==> src/rtl/if_fetch_unit.sv <==
// Instruction-fetch stage: owns the PC, drives the ROM address and fills the IF/ID register.
// Flushes on redirect, holds on stall, and latches a sticky fault on a misaligned or out-of-range PC.
module if_fetch_unit #(
  parameter logic [31:0] RESET_PC   = 32'h0000_0000,
  parameter logic [31:0] ADDR_LIMIT = 32'h0000_0400,
  parameter logic [31:0] NOP_INSTR  = 32'h0000_0033
) (
  input  logic        clk,
  input  logic        rst,
  output logic [31:0] imem_addr,
  input  logic [31:0] imem_instr,
  input  logic        stall,
  input  logic        redirect_valid,
  input  logic [31:0] redirect_target,
  output logic        if_id_valid,
  output logic [31:0] if_id_pc,
  output logic [31:0] if_id_pc_plus4,
  output logic [31:0] if_id_instr,
  output logic        fetch_fault,
  output logic [31:0] fault_pc
);

  localparam int unsigned XLEN = 32;

  typedef enum logic [1:0] {
    IDLE  = 2'd0,
    RUN   = 2'd1,
    FAULT = 2'd2
  } state_t;

  state_t            state_q, state_d;
  logic [XLEN-1:0]   pc_q, pc_d;
  logic              valid_q, valid_d;
  logic [XLEN-1:0]   id_pc_q, id_pc_d;
  logic [XLEN-1:0]   id_pc4_q, id_pc4_d;
  logic [XLEN-1:0]   instr_q, instr_d;
  logic              fault_q, fault_d;
  logic [XLEN-1:0]   fault_pc_q, fault_pc_d;
  logic              target_bad;

  assign target_bad = (redirect_target[1:0] != 2'b00) || (redirect_target >= ADDR_LIMIT);

  // Next-state and IF/ID update; everything holds unless a branch below changes it
  always_comb begin
    state_d    = state_q;
    pc_d       = pc_q;
    valid_d    = valid_q;
    id_pc_d    = id_pc_q;
    id_pc4_d   = id_pc4_q;
    instr_d    = instr_q;
    fault_d    = fault_q;
    fault_pc_d = fault_pc_q;

    case (state_q)
      IDLE: state_d = RUN;
      RUN: begin
        if (redirect_valid && target_bad) begin
          state_d    = FAULT;
          fault_d    = 1'b1;
          fault_pc_d = redirect_target;
          valid_d    = 1'b0;
          id_pc_d    = '0;
          id_pc4_d   = '0;
          instr_d    = NOP_INSTR;
        end else if (redirect_valid) begin
          pc_d     = redirect_target;
          valid_d  = 1'b0;
          id_pc_d  = '0;
          id_pc4_d = '0;
          instr_d  = NOP_INSTR;
        end else if (stall) begin
          pc_d = pc_q;
        end else if (pc_q >= ADDR_LIMIT) begin
          state_d    = FAULT;
          fault_d    = 1'b1;
          fault_pc_d = pc_q;
          valid_d    = 1'b0;
          id_pc_d    = '0;
          id_pc4_d   = '0;
          instr_d    = NOP_INSTR;
        end else begin
          valid_d  = 1'b1;
          id_pc_d  = pc_q;
          id_pc4_d = pc_q + XLEN'(4);
          instr_d  = imem_instr;
          pc_d     = pc_q + XLEN'(4);
        end
      end
      FAULT: state_d = FAULT;
      default: state_d = IDLE;
    endcase
  end

  // State and pipeline registers with synchronous reset
  always_ff @(posedge clk) begin
    if (rst) begin
      state_q    <= IDLE;
      pc_q       <= RESET_PC;
      valid_q    <= 1'b0;
      id_pc_q    <= '0;
      id_pc4_q   <= '0;
      instr_q    <= NOP_INSTR;
      fault_q    <= 1'b0;
      fault_pc_q <= '0;
    end else begin
      state_q    <= state_d;
      pc_q       <= pc_d;
      valid_q    <= valid_d;
      id_pc_q    <= id_pc_d;
      id_pc4_q   <= id_pc4_d;
      instr_q    <= instr_d;
      fault_q    <= fault_d;
      fault_pc_q <= fault_pc_d;
    end
  end

  assign imem_addr      = pc_q;
  assign if_id_valid    = valid_q;
  assign if_id_pc       = id_pc_q;
  assign if_id_pc_plus4 = id_pc4_q;
  assign if_id_instr    = instr_q;
  assign fetch_fault    = fault_q;
  assign fault_pc       = fault_pc_q;

endmodule

==> config.mk <==
export PLATFORM = sky130hd
export DESIGN_NAME = if_fetch_unit
export DESIGN_NICKNAME = d
export VERILOG_FILES = /design/src/rtl/if_fetch_unit.sv
export SDC_FILE = /design/constraint.sdc
export NUM_CORES = 1
export LEC_CHECK = 0
export ABC_AREA = 0
export CORE_MARGIN = 2
export CORE_UTILIZATION = 48
export DETAILED_ROUTE_END_ITERATION = 8
export PLACE_DENSITY = 0.86
export SYNTH_ARGS = -nofsm -noshare
export SYNTH_HDL_FRONTEND = slang
export SYNTH_SLANG_ARGS = --single-unit
==> constraint.sdc <==
create_clock -name clk -period 5.5 [get_ports clk]
set_input_delay 0.55 -clock clk [delete_from_list [all_inputs] [get_ports clk]]
set_output_delay 0.55 -clock clk [all_outputs]
set_load 0.01 [all_outputs]
==> reports/summary.txt, run 1 <==
R2r setup slk -> 2.85 ns
Yosys warnings -> 0
Number of diodes -> 0
TritonRoute pass-1 iters -> 5
Root buffer cell -> clkbuf_16
Yosys cell types -> 47
H-tree Lvls -> 4
Placed instance count -> 1,002
Syn_nets -> 732
Gr usage total -> 0.265
Final worst path period share -> 0.557
Initial core utilization -> 0.493
Slew of the pin with the lowest slew margin -> 1.15 ns
Detail Placement HPWL -> 12.8 mm
Ranking of synthesized cells by area -> dfxtp_1 (52%), a21oi_1 (6.8%), nand2_1 (4.9%)
Clk pin slew, worst setup/hold paths -> 0.06 ns
Vias in the first global route -> 5,669
Slew Limit Headroom -> 0.232
RSZ-0062 raised after global routing -> false
Pins Over Slew Limit -> 0
Area Growth Syn to Fin -> 46.2%
Fill count -> 933
Hold Slack -> 0.450 ns
Crit path kind -> in -> reg
Die Wd -> 118 um
Startpoint types -> primary input
Critical path capture point type -> register
Type of the tightest min-delay check -> reg -> reg
Dominant cell type by area after synthesis -> dfxtp_1
Asr flop ratio synth -> 0
Endpoints failing setup -> 0
Num ports -> 230
CP max stage delay -> 1.05 ns
Most numerous cell in the Yosys netlist -> dfxtp_1
Synth Flop Type -> dfxtp_1
Rows -> 41
CP required -> 5.73 ns
Static Leak -> 3.33 nW
Status -> completed
Cells after synthesis -> 660
Worst Hold End -> if_id_pc[5]
CTS Hold Bufs -> 0
Routed WL -> 18.6 mm
Core ar. -> 12,600 um2
PD cells -> 348 nW/um2
Port buffer count -> 229
Setup TNS -> 0 ns
Tmin final -> 3.07 ns
Avg Inst Size Synth -> 9.43 um2
DR vias/cell -> 5.58
Die height -> 118 um
Most frequent cells after synthesis -> dfxtp_1 (162), a21oi_1 (85), nand2_1 (82), nand3_1 (49), and3_1 (44)
Maxcap violations -> 0
Nets -> 922
PnR worst setup slack -> 2.43 ns
Sequential-to-total area share from yosys stat -> 0.521
Post-Layout Cell Count -> 1,033
Multi-input gate area -> 2730 um2
Register area -> 3240 um2
Cts bufs inserted -> 17
Wire per inst -> 18.1 um
Clock latency on the worst-skew pair -> 0.41 ns
Worst R2R Path Depth -> 5
Top-area cell type share of the netlist area -> 0.521
Global-route wire length before repair -> 29.8 mm
CP cell instances -> clkdlybuf4s50_1, buf_4, nand2b_1, nand2_2, nor2_4, a311oi_2
Resize count post-CTS -> 0
Mapped cell area -> 6220 um2
Final Util -> 0.721
Antenna-violating nets left -> 0
Final hold vios -> 0
Cell count of the worst hold path -> 2
Pre-CTS worst setup slack -> 1.99 ns
Clock Skews -> 0.00858 ns
Critical Path Fanout Max -> 40
HP Start -> if_id_pc[5]
CP arrival -> 3.30 ns
Worst r2r dst -> if_id_instr[11]
Gpl congestion -> 0.854
Initial antenna violation count -> 0
Yosys reg bits -> 162
TritonCTS clock tree -> yes
Critical path's slowest cell -> nor2_4
Die area -> 13,900 um2
Number of flops mapped to enable cells by yosys -> 0
Layout cells sized above 1 -> 0.0859
Initial DRC Count -> 534
Peak supply drop -> 0.263 mV
Clock sinks -> 162
Vias -> 5,761
Postcts setup bufs -> 0
Max frequency -> 0.326 GHz
Pin count of the biggest net entering global routing -> 91
DR DRC count -> 0
Total congestion overflow -> 0
Worst reg2reg path startpoint -> imem_addr[26]
Clk buf depth -> 2
-- cell families after synthesis --
group                      Yosys count  synth area share
and+or+nand+nor                    247             0.202
DFF                                162             0.521
AOI/OAI and AO/OA                  152             0.179
buffers and inverters               68            0.0476
muxes                               20            0.0322
xor gates and xnor gates             7           0.00985
adders and majority gates            4           0.00804
-- area by class of cell --
| type | count | share of cell area |
|---|---|---|
| Multi-Input combinational cell | 430 | 0.299 |
| Timing Repair Buffer | 233 | 0.256 |
| Sequential cell | 162 | 0.356 |
| Clock buffer | 24 | 0.0529 |
| Inverter | 6 | 0.00247 |
| Clock inverter | 6 | 0.00880 |
| Tap cell | 172 | 0.0236 |
-- per-layer routing --
| layer | routed length, um | GRT usage | vias up |
|---|---|---|---|
| li1 | - | - | 2710 |
| met1 | 7580 | 0.332 | 2752 |
| met4 | 538 | 0.114 | 0 |
| met5 | 0 | 0 | - |
| met3 | 1320 | 0.0591 | 39 |
| met2 | 9200 | 0.439 | 260 |
-- sequential cells by signal, indices dropped and copies added, names as in the netlist --
signal / cells
if_id_instr: 32
if_id_valid: 1
fault_pc: 32
imem_addr: 32
fetch_fault: 1
if_id_pc: 32
if_id_pc_plus4: 30
state_q: 2
-- critical path, delay by kind of cell --
family / cells / cell delay (ns)
compound gates: 1 / 0.22
buf+inv: 2 / 0.80
simple gates: 3 / 1.71
-- power breakdown --
group / internal [mW] / switching, mW
logic: 0.300 / 0.410
registers: 1.26 / 0.0656
clock network: 0.697 / 0.433
total: 2.26 / 0.908
-- metrics by stage --
stage                     power, mW  area (um2)
after global routing           3.29        9100
after detailed placement       2.05        8520
final                          3.17        9100
after global placement         2.02        8520
after CTS                      3.18        9080
after floorplan                1.75        6220
-- worst max-delay path by stage --
stage                         endpoint           start  slack, ns  depth (start not counted)
after global placement    fault_pc[22]  redirect_valid       2.12                          6
after floorplan           imem_addr[8]  redirect_valid       3.46                          7
final                     fault_pc[29]  redirect_valid       2.43                          6
after CTS                 fault_pc[29]  redirect_valid       2.44                          6
after global routing      fault_pc[24]  redirect_valid       2.21                          6
after detailed placement  fault_pc[16]  redirect_valid       1.99                          6
-- cells in the final DEF (no fill, tap or decap), drive strengths merged, types with 2 or more instances in the layout --
cell type      synthesis  routed
clkdlybuf4s50          0     228
dfxtp                162     162
a21oi                 85      85
nand2                 83      83
nand3                 49      49
and3                  44      44
and2                  26      26
clkbuf                42      24
a211oi                21      21
mux2i                 20      20
nor2                  18      18
nor4                  13      13
a311oi                12      12
o21ai                 10      10
nor3                   6       6
inv                    6       5
clkinv                 0       5
buf                   20       5
xor2                   4       4
ha                     4       4
nand2b                 3       3
nand4                  3       3
a31oi                  3       3
xnor2                  3       3
o2111ai                3       3
o31ai                  3       3
o21a                   2       2
o211ai                 2       2
a22oi                  2       2
bufinv                 0       2
o311ai                 2       2
(Power assumes the default switching activity.)
==> run 2, diff against run 1 <==
--- a/config.mk
+++ b/config.mk
@@ -7,9 +7,9 @@
 export LEC_CHECK = 0
 export ABC_AREA = 0
 export CORE_MARGIN = 2
-export CORE_UTILIZATION = 48
+export CORE_UTILIZATION = 44
 export DETAILED_ROUTE_END_ITERATION = 8
-export PLACE_DENSITY = 0.86
+export PLACE_DENSITY = 0.79
 export SYNTH_ARGS = -nofsm -noshare
 export SYNTH_HDL_FRONTEND = slang
 export SYNTH_SLANG_ARGS = --single-unit
==> constraint.sdc (replaced) <==
create_clock -name clk -period 2.9 [get_ports clk]
set_input_delay 0.29 -clock clk [delete_from_list [all_inputs] [get_ports clk]]
set_output_delay 0.29 -clock clk [all_outputs]
set_load 0.01 [all_outputs]
==> run 2 against run 1 <==
  * Non-clock buffer count rose by 9
  * Wire length up 0.29%
  * Design area grew 1.4%
  * Sequential power increased by 89%
  * Clock skew is essentially flat
  * First-iteration DRC count fell by 31%
  * Worst setup slack got worse by 2.0 ns
  * Highest routed layer unchanged
  * Core utilization shrank 5.4 points
  * Flip-flop and latch count unchanged
  * Power grew 95%
  * Critical path type is now reg -> reg
  * Critical path depth down 1
==> reports/summary.txt, run 2 (synthesized netlist as in run 1, its figures left out) <==
Status -> completed
Clock sinks -> 162 (unchanged)
Maxcap violations -> 0 (unchanged)
Initial antenna violation count -> 0 (unchanged)
Final worst path period share -> 0.853
Root buffer cell -> clkbuf_16
H-tree Lvls -> 4 (unchanged)
Slew Limit Headroom -> 0.227 (-0.00480)
Wire per inst -> 17.8 um (-1.4%)
Final hold vios -> 0 (unchanged)
Fill count -> 1,073 (+15%)
Routed WL -> 18.7 mm (+0.29%)
Nets -> 931 (+0.98%)
Die area -> 15,100 um2 (+8.8%)
Clock Skews -> 0.00904 ns (+0.000465 ns)
Initial DRC Count -> 366 (-31%)
Die Wd -> 123 um (+4.3%)
Crit-path leading delay family -> simple AND/OR/NAND/NOR gates
Worst R2R Path Depth -> 5 (unchanged)
Endpoints failing setup -> 0 (unchanged)
PD cells -> 669 nW/um2 (+92%)
Pins Over Slew Limit -> 0 (unchanged)
Tot Pwr -> 6.18 mW (+95%)
Resize count post-CTS -> 0 (unchanged)
Die height -> 123 um (+4.3%)
Critical Path Fanout Max -> 21 (-48%)
Peak supply drop -> 0.426 mV (+62%)
Worst reg2reg path startpoint -> imem_addr[10]
Max frequency -> 0.404 GHz
TritonRoute pass-1 iters -> 5 (unchanged)
Pin count of the biggest net entering global routing -> 65 (-29%)
Slew of the pin with the lowest slew margin -> 1.16 ns (+0.00720 ns)
RSZ-0062 raised after global routing -> false
Vias in the first global route -> 5,486 (-3.2%)
CTS Hold Bufs -> 0 (unchanged)
CP required -> 3.21 ns (-2.52 ns)
Cts bufs inserted -> 17 (unchanged)
Postcts setup bufs -> 0 (unchanged)
Cell count of the worst hold path -> 2 (unchanged)
Tmin final -> 2.47 ns
Total congestion overflow -> 0 (unchanged)
Crit path kind -> reg -> reg
Layout cells sized above 1 -> 0.101 (+0.0151)
Worst r2r dst -> imem_addr[15]
Setup TNS -> 0 ns (unchanged)
Detail Placement HPWL -> 13.1 mm (+2.6%)
Antenna-violating nets left -> 0 (unchanged)
Port buffer count -> 229 (unchanged)
Most frequent cells in the layout -> clkdlybuf4s50_1 (228), dfxtp_1 (162), a21oi_1 (85)
Initial core utilization -> 0.450 (-0.0431)
Rows -> 43 (+4.9%)
Static Leak -> 3.40 nW (+2.2%)
Number of diodes -> 0 (unchanged)
TritonCTS clock tree -> yes
Most common cell after layout, fill and taps aside -> clkdlybuf4s50_1
Critical path capture point type -> register
Clk buf depth -> 2 (unchanged)
Gpl congestion -> 0.898 (+5.2%)
Vias -> 5,749 (-0.21%)
Clk pin slew, worst setup/hold paths -> 0.06 ns (about the same)
Num ports -> 230 (unchanged)
Critical path's slowest cell -> a21oi_1
Core ar. -> 13,800 um2 (+9.6%)
Worst Path Buf+Inv -> 0 (-2)
DR vias/cell -> 5.47 (-1.9%)
Area Growth Syn to Fin -> 48.2%
R2r setup slk -> 0.43 ns (-2.42 ns)
Global-route wire length before repair -> 28.7 mm (-3.7%)
Worst Hold End -> if_id_pc_plus4[8]
Startpoint types -> register
Clock latency on the worst-skew pair -> 0.42 ns (about the same)
CP max stage delay -> 0.45 ns (-0.60 ns)
CP arrival -> 2.78 ns (-0.52 ns)
HP Start -> rst
Type of the tightest min-delay check -> in -> reg
DR DRC count -> 0 (unchanged)
Gr usage total -> 0.242 (-0.0224)
CP cell instances -> nor4_1, nand4_1, o32ai_4, a21oi_1, and2_1
## run 2: cell types whose count changed in the layout (fill, tap and decap cells not counted)
cell / change
clkbuf_8: +1
clkinv_2: +1
clkinv_1: -1
bufinv_16: +1
clkinvlp_4: +1
inv_1: +1
clkinv_4: +1
clkbuf_1: -4
buf_4: +9
## run 2: how the worst max path moves through the flow
| stage | start | endpoint | slack, ns | depth (start not counted) |
|---|---|---|---|---|
| after global routing | imem_addr[10] | imem_addr[21] | 0.25 | 5 |
| after CTS | imem_addr[10] | imem_addr[17] | 0.41 | 5 |
| after floorplan | imem_addr[26] | imem_addr[8] | 1.09 | 6 |
| after detailed placement | redirect_target[0] | imem_addr[30] | 0.08 | 6 |
| final | imem_addr[10] | imem_addr[15] | 0.43 | 5 |
| after global placement | redirect_valid | if_id_instr[20] | 0.20 | 8 |
## run 2: metal layers
layer	global-route usage	routed length [um]	vias up
met3	0.0558	1410	28
met1	0.302	7700	2750
met5	0	0	-
met4	0.0891	374	0
met2	0.409	9210	248
li1	-	-	2723
## run 2: stage by stage
stage	hold slack, ns	std cells	cell area, um2	setup slack [ns]	utilization
after floorplan	0.438	660	6220	1.09	-
final	0.323	1051	9230	0.426	0.667
after detailed placement	0.446	1020	8620	0.0754	0.623
after CTS	0.310	1051	9230	0.406	0.667
after global routing	0.347	1051	9230	0.247	0.667
after global placement	0.438	1020	8620	0.195	0.623
## run 2: worst reg2reg max path, delay by kind of cell, from the launching register on
kind | cells | cell delay, ns
AND/OR/NAND/NOR | 3 | 1.15
AO/OA/AOI/OAI | 2 | 0.83
flip-flops | 1 | 0.39
## run 2: where the power goes
group | internal [mW] | switching, mW
Clock | 1.43 | 0.853
Sequential | 2.39 | 0.121
Combinational | 0.594 | 0.781
Total | 4.42 | 1.76
## run 2: cell type report
class	count	area [um2]	area share
inverters	6	22.5	0.00244
clock inverters	10	131	0.0142
clock buffers	21	480	0.0521
multi-input cells	430	2730	0.295
well taps	180	225	0.0244
repair buffers	242	2400	0.260
flip-flops and latches	162	3240	0.351
==> run 3, diff against run 2 <==
--- a/config.mk
+++ b/config.mk
@@ -6,7 +6,7 @@
 export NUM_CORES = 1
 export LEC_CHECK = 0
 export ABC_AREA = 0
-export CORE_MARGIN = 2
+export CORE_MARGIN = 4
 export CORE_UTILIZATION = 44
 export DETAILED_ROUTE_END_ITERATION = 8
 export PLACE_DENSITY = 0.79
==> run 3 against run 2 <==
  * Combinational power hardly changed
  * Worst setup slack improved by 0.066 ns
  * Power rose by 1.3%
  * Non-clock buffer count decreased by 1
  * Sequential power about the same
  * Sequential share of layout area down 0.12 points
  * Largest power group unchanged
  * Final cell count unchanged
  * Largest cell class unchanged
  * Flip-flop and latch count unchanged
==> reports/summary.txt, run 3 (synthesized netlist as in run 1, its figures left out) <==
Slew Limit Headroom -> 0.237 (+0.00949)
Placed instance count -> 1,019 (-0.098%)
Core ar. -> 13,900 um2 (+0.39%)
Initial DRC Count -> 411 (+12%)
Pins Over Slew Limit -> 0 (unchanged)
Rows -> 43 (unchanged)
DR DRC count -> 0 (unchanged)
Most frequent cells in the layout -> clkdlybuf4s50_1 (228), dfxtp_1 (162), a21oi_1 (85)
Clock Skews -> 0.0108 ns (+0.00178 ns)
Total congestion overflow -> 0 (unchanged)
Cell count of the worst hold path -> 2 (unchanged)
Root buffer cell -> clkbuf_16
Resize count post-CTS -> 0 (unchanged)
Slew of the pin with the lowest slew margin -> 1.14 ns (-0.0142 ns)
Postcts setup bufs -> 0 (unchanged)
Type of the tightest min-delay check -> in -> reg
CP required -> 3.14 ns (-0.07 ns)
RSZ-0062 raised after global routing -> false
Maxcap violations -> 0 (unchanged)
Gr usage total -> 0.234 (-0.00794)
Detail Placement HPWL -> 13.6 mm (+3.9%)
HP Start -> rst
Worst r2r dst -> fault_pc[29]
Worst R2R Path Depth -> 5 (unchanged)
Static Leak -> 3.42 nW (+0.41%)
Post-Layout Cell Count -> 1,051 (unchanged)
Die Wd -> 127 um (+3.3%)
Crit path kind -> reg -> reg
Vias in the first global route -> 5,711 (+4.1%)
CTS Hold Bufs -> 0 (unchanged)
Design area -> 9260 um2 (+0.35%)
Tmin final -> 2.41 ns (-0.0657 ns)
Num ports -> 230 (unchanged)
H-tree Lvls -> 4 (unchanged)
TritonRoute pass-1 iters -> 6 (+1)
Initial antenna violation count -> 0 (unchanged)
R2r setup slk -> 0.49 ns (+0.07 ns)
Status -> completed
DR vias/cell -> 5.52 (+0.83%)
Pin count of the biggest net entering global routing -> 106 (+63%)
Gpl congestion -> 0.935 (+4.1%)
Worst reg2reg path startpoint -> imem_addr[10]
TritonCTS clock tree -> yes
Routed WL -> 19.5 mm (+4.2%)
Clk pin slew, worst setup/hold paths -> 0.06 ns (about the same)
Clock latency on the worst-skew pair -> 0.42 ns (about the same)
Register area -> 3240 um2 (unchanged)
Nets -> 930 (-0.11%)
Clock sinks -> 162 (unchanged)
PD cells -> 676 nW/um2 (+0.93%)
Setup TNS -> 0 ns (unchanged)
Cts bufs inserted -> 17 (unchanged)
Endpoints failing setup -> 0 (unchanged)
Worst Hold End -> if_id_pc[1]
Final worst path period share -> 0.831 (-0.0226)
Final Util -> 0.667 (about the same)
Vias -> 5,797 (+0.83%)
Antenna-violating nets left -> 0 (unchanged)
Peak supply drop -> 0.376 mV (-12%)
Placed cell area -> 8630 um2 (+0.12%)
Fill count -> 1,062 (-1.0%)
CP arrival -> 2.65 ns (-0.13 ns)
Final hold vios -> 0 (unchanged)
Initial core utilization -> 0.448 (-0.00174)
Clk buf depth -> 2 (unchanged)
Multi-input gate area -> 2730 um2 (+0.18%)
Number of diodes -> 0 (unchanged)
Critical Path Fanout Max -> 33 (+57%)
Layout cells sized above 1 -> 0.0999 (-0.00115)
Die height -> 127 um (+3.3%)
Startpoint types -> register
Most common cell after layout, fill and taps aside -> clkdlybuf4s50_1
Die area -> 16,100 um2 (+6.6%)
Port buffer count -> 229 (unchanged)
Area Growth Syn to Fin -> 48.8%
Global-route wire length before repair -> 30.4 mm (+6.0%)
Wire per inst -> 18.5 um (+4.2%)
Max frequency -> 0.415 GHz (+2.7%)
Critical path capture point type -> register
[run 3: cell count changes in the layout (fill, tap and decap cells not counted), sizes merged]
| cell | before | now |
|---|---|---|
| clkbuf | 21 | 24 |
| clkinv | 6 | 5 |
| buf | 14 | 13 |
| clkinvlp | 1 | 0 |
[run 3: worst max-delay path, stage by stage (launching register included)]
cell and delay [ns]:
dfxtp_1 0.50, nor4_1 0.14, nand4_1 0.29, o32ai_4 0.18, nor2_4 0.88, a311oi_2 0.23
[run 3: area by class of cell]
type | count | area share
clock buffer | 24 | 0.0553
clock inverter | 8 | 0.0132
inverter | 6 | 0.00243
multi-input combinational | 430 | 0.295
sequential | 162 | 0.350
tap | 180 | 0.0243
timing repair buffer | 241 | 0.260
[run 3: where the power goes]
group / total [mW] / internal [mW] / switching, mW / leakage, nW
clock network: 2.34 / 1.49 / 0.853 / 0.316
logic: 1.39 / 0.599 / 0.795 / 1.79
registers: 2.52 / 2.39 / 0.124 / 1.31
[run 3: worst max-delay path by stage]
stage / from / to / slack [ns] / cells after the start
floorplan: imem_addr[26] / imem_addr[8] / 1.09 / 6
global placement: redirect_valid / imem_addr[26] / 0.18 / 6
detailed placement: redirect_valid / fault_pc[19] / 0.11 / 6
CTS: imem_addr[10] / state_q[1] / 0.43 / 5
global route: imem_addr[10] / imem_addr[12] / 0.26 / 5
finish: imem_addr[10] / fault_pc[29] / 0.49 / 5
[run 3: layer usage]
layer	vias to the layer above	track usage	share of wire
met1	2770	0.294	0.42
met3	42	0.0585	0.067
met2	263	0.387	0.49
met4	0	0.0934	0.027
li1	2722	-	-
met5	-	0	0
[run 3: metrics by stage]
| step | worst slack (ns) | power, mW | hold slack, ns |
|---|---|---|---|
| floorplan | 1.09 | 3.32 | 0.438 |
| global placement | 0.176 | 3.90 | 0.437 |
| detailed placement | 0.115 | 3.95 | 0.446 |
| CTS | 0.427 | 6.30 | 0.245 |
| global route | 0.263 | 6.53 | 0.259 |
| finish | 0.491 | 6.26 | 0.259 |
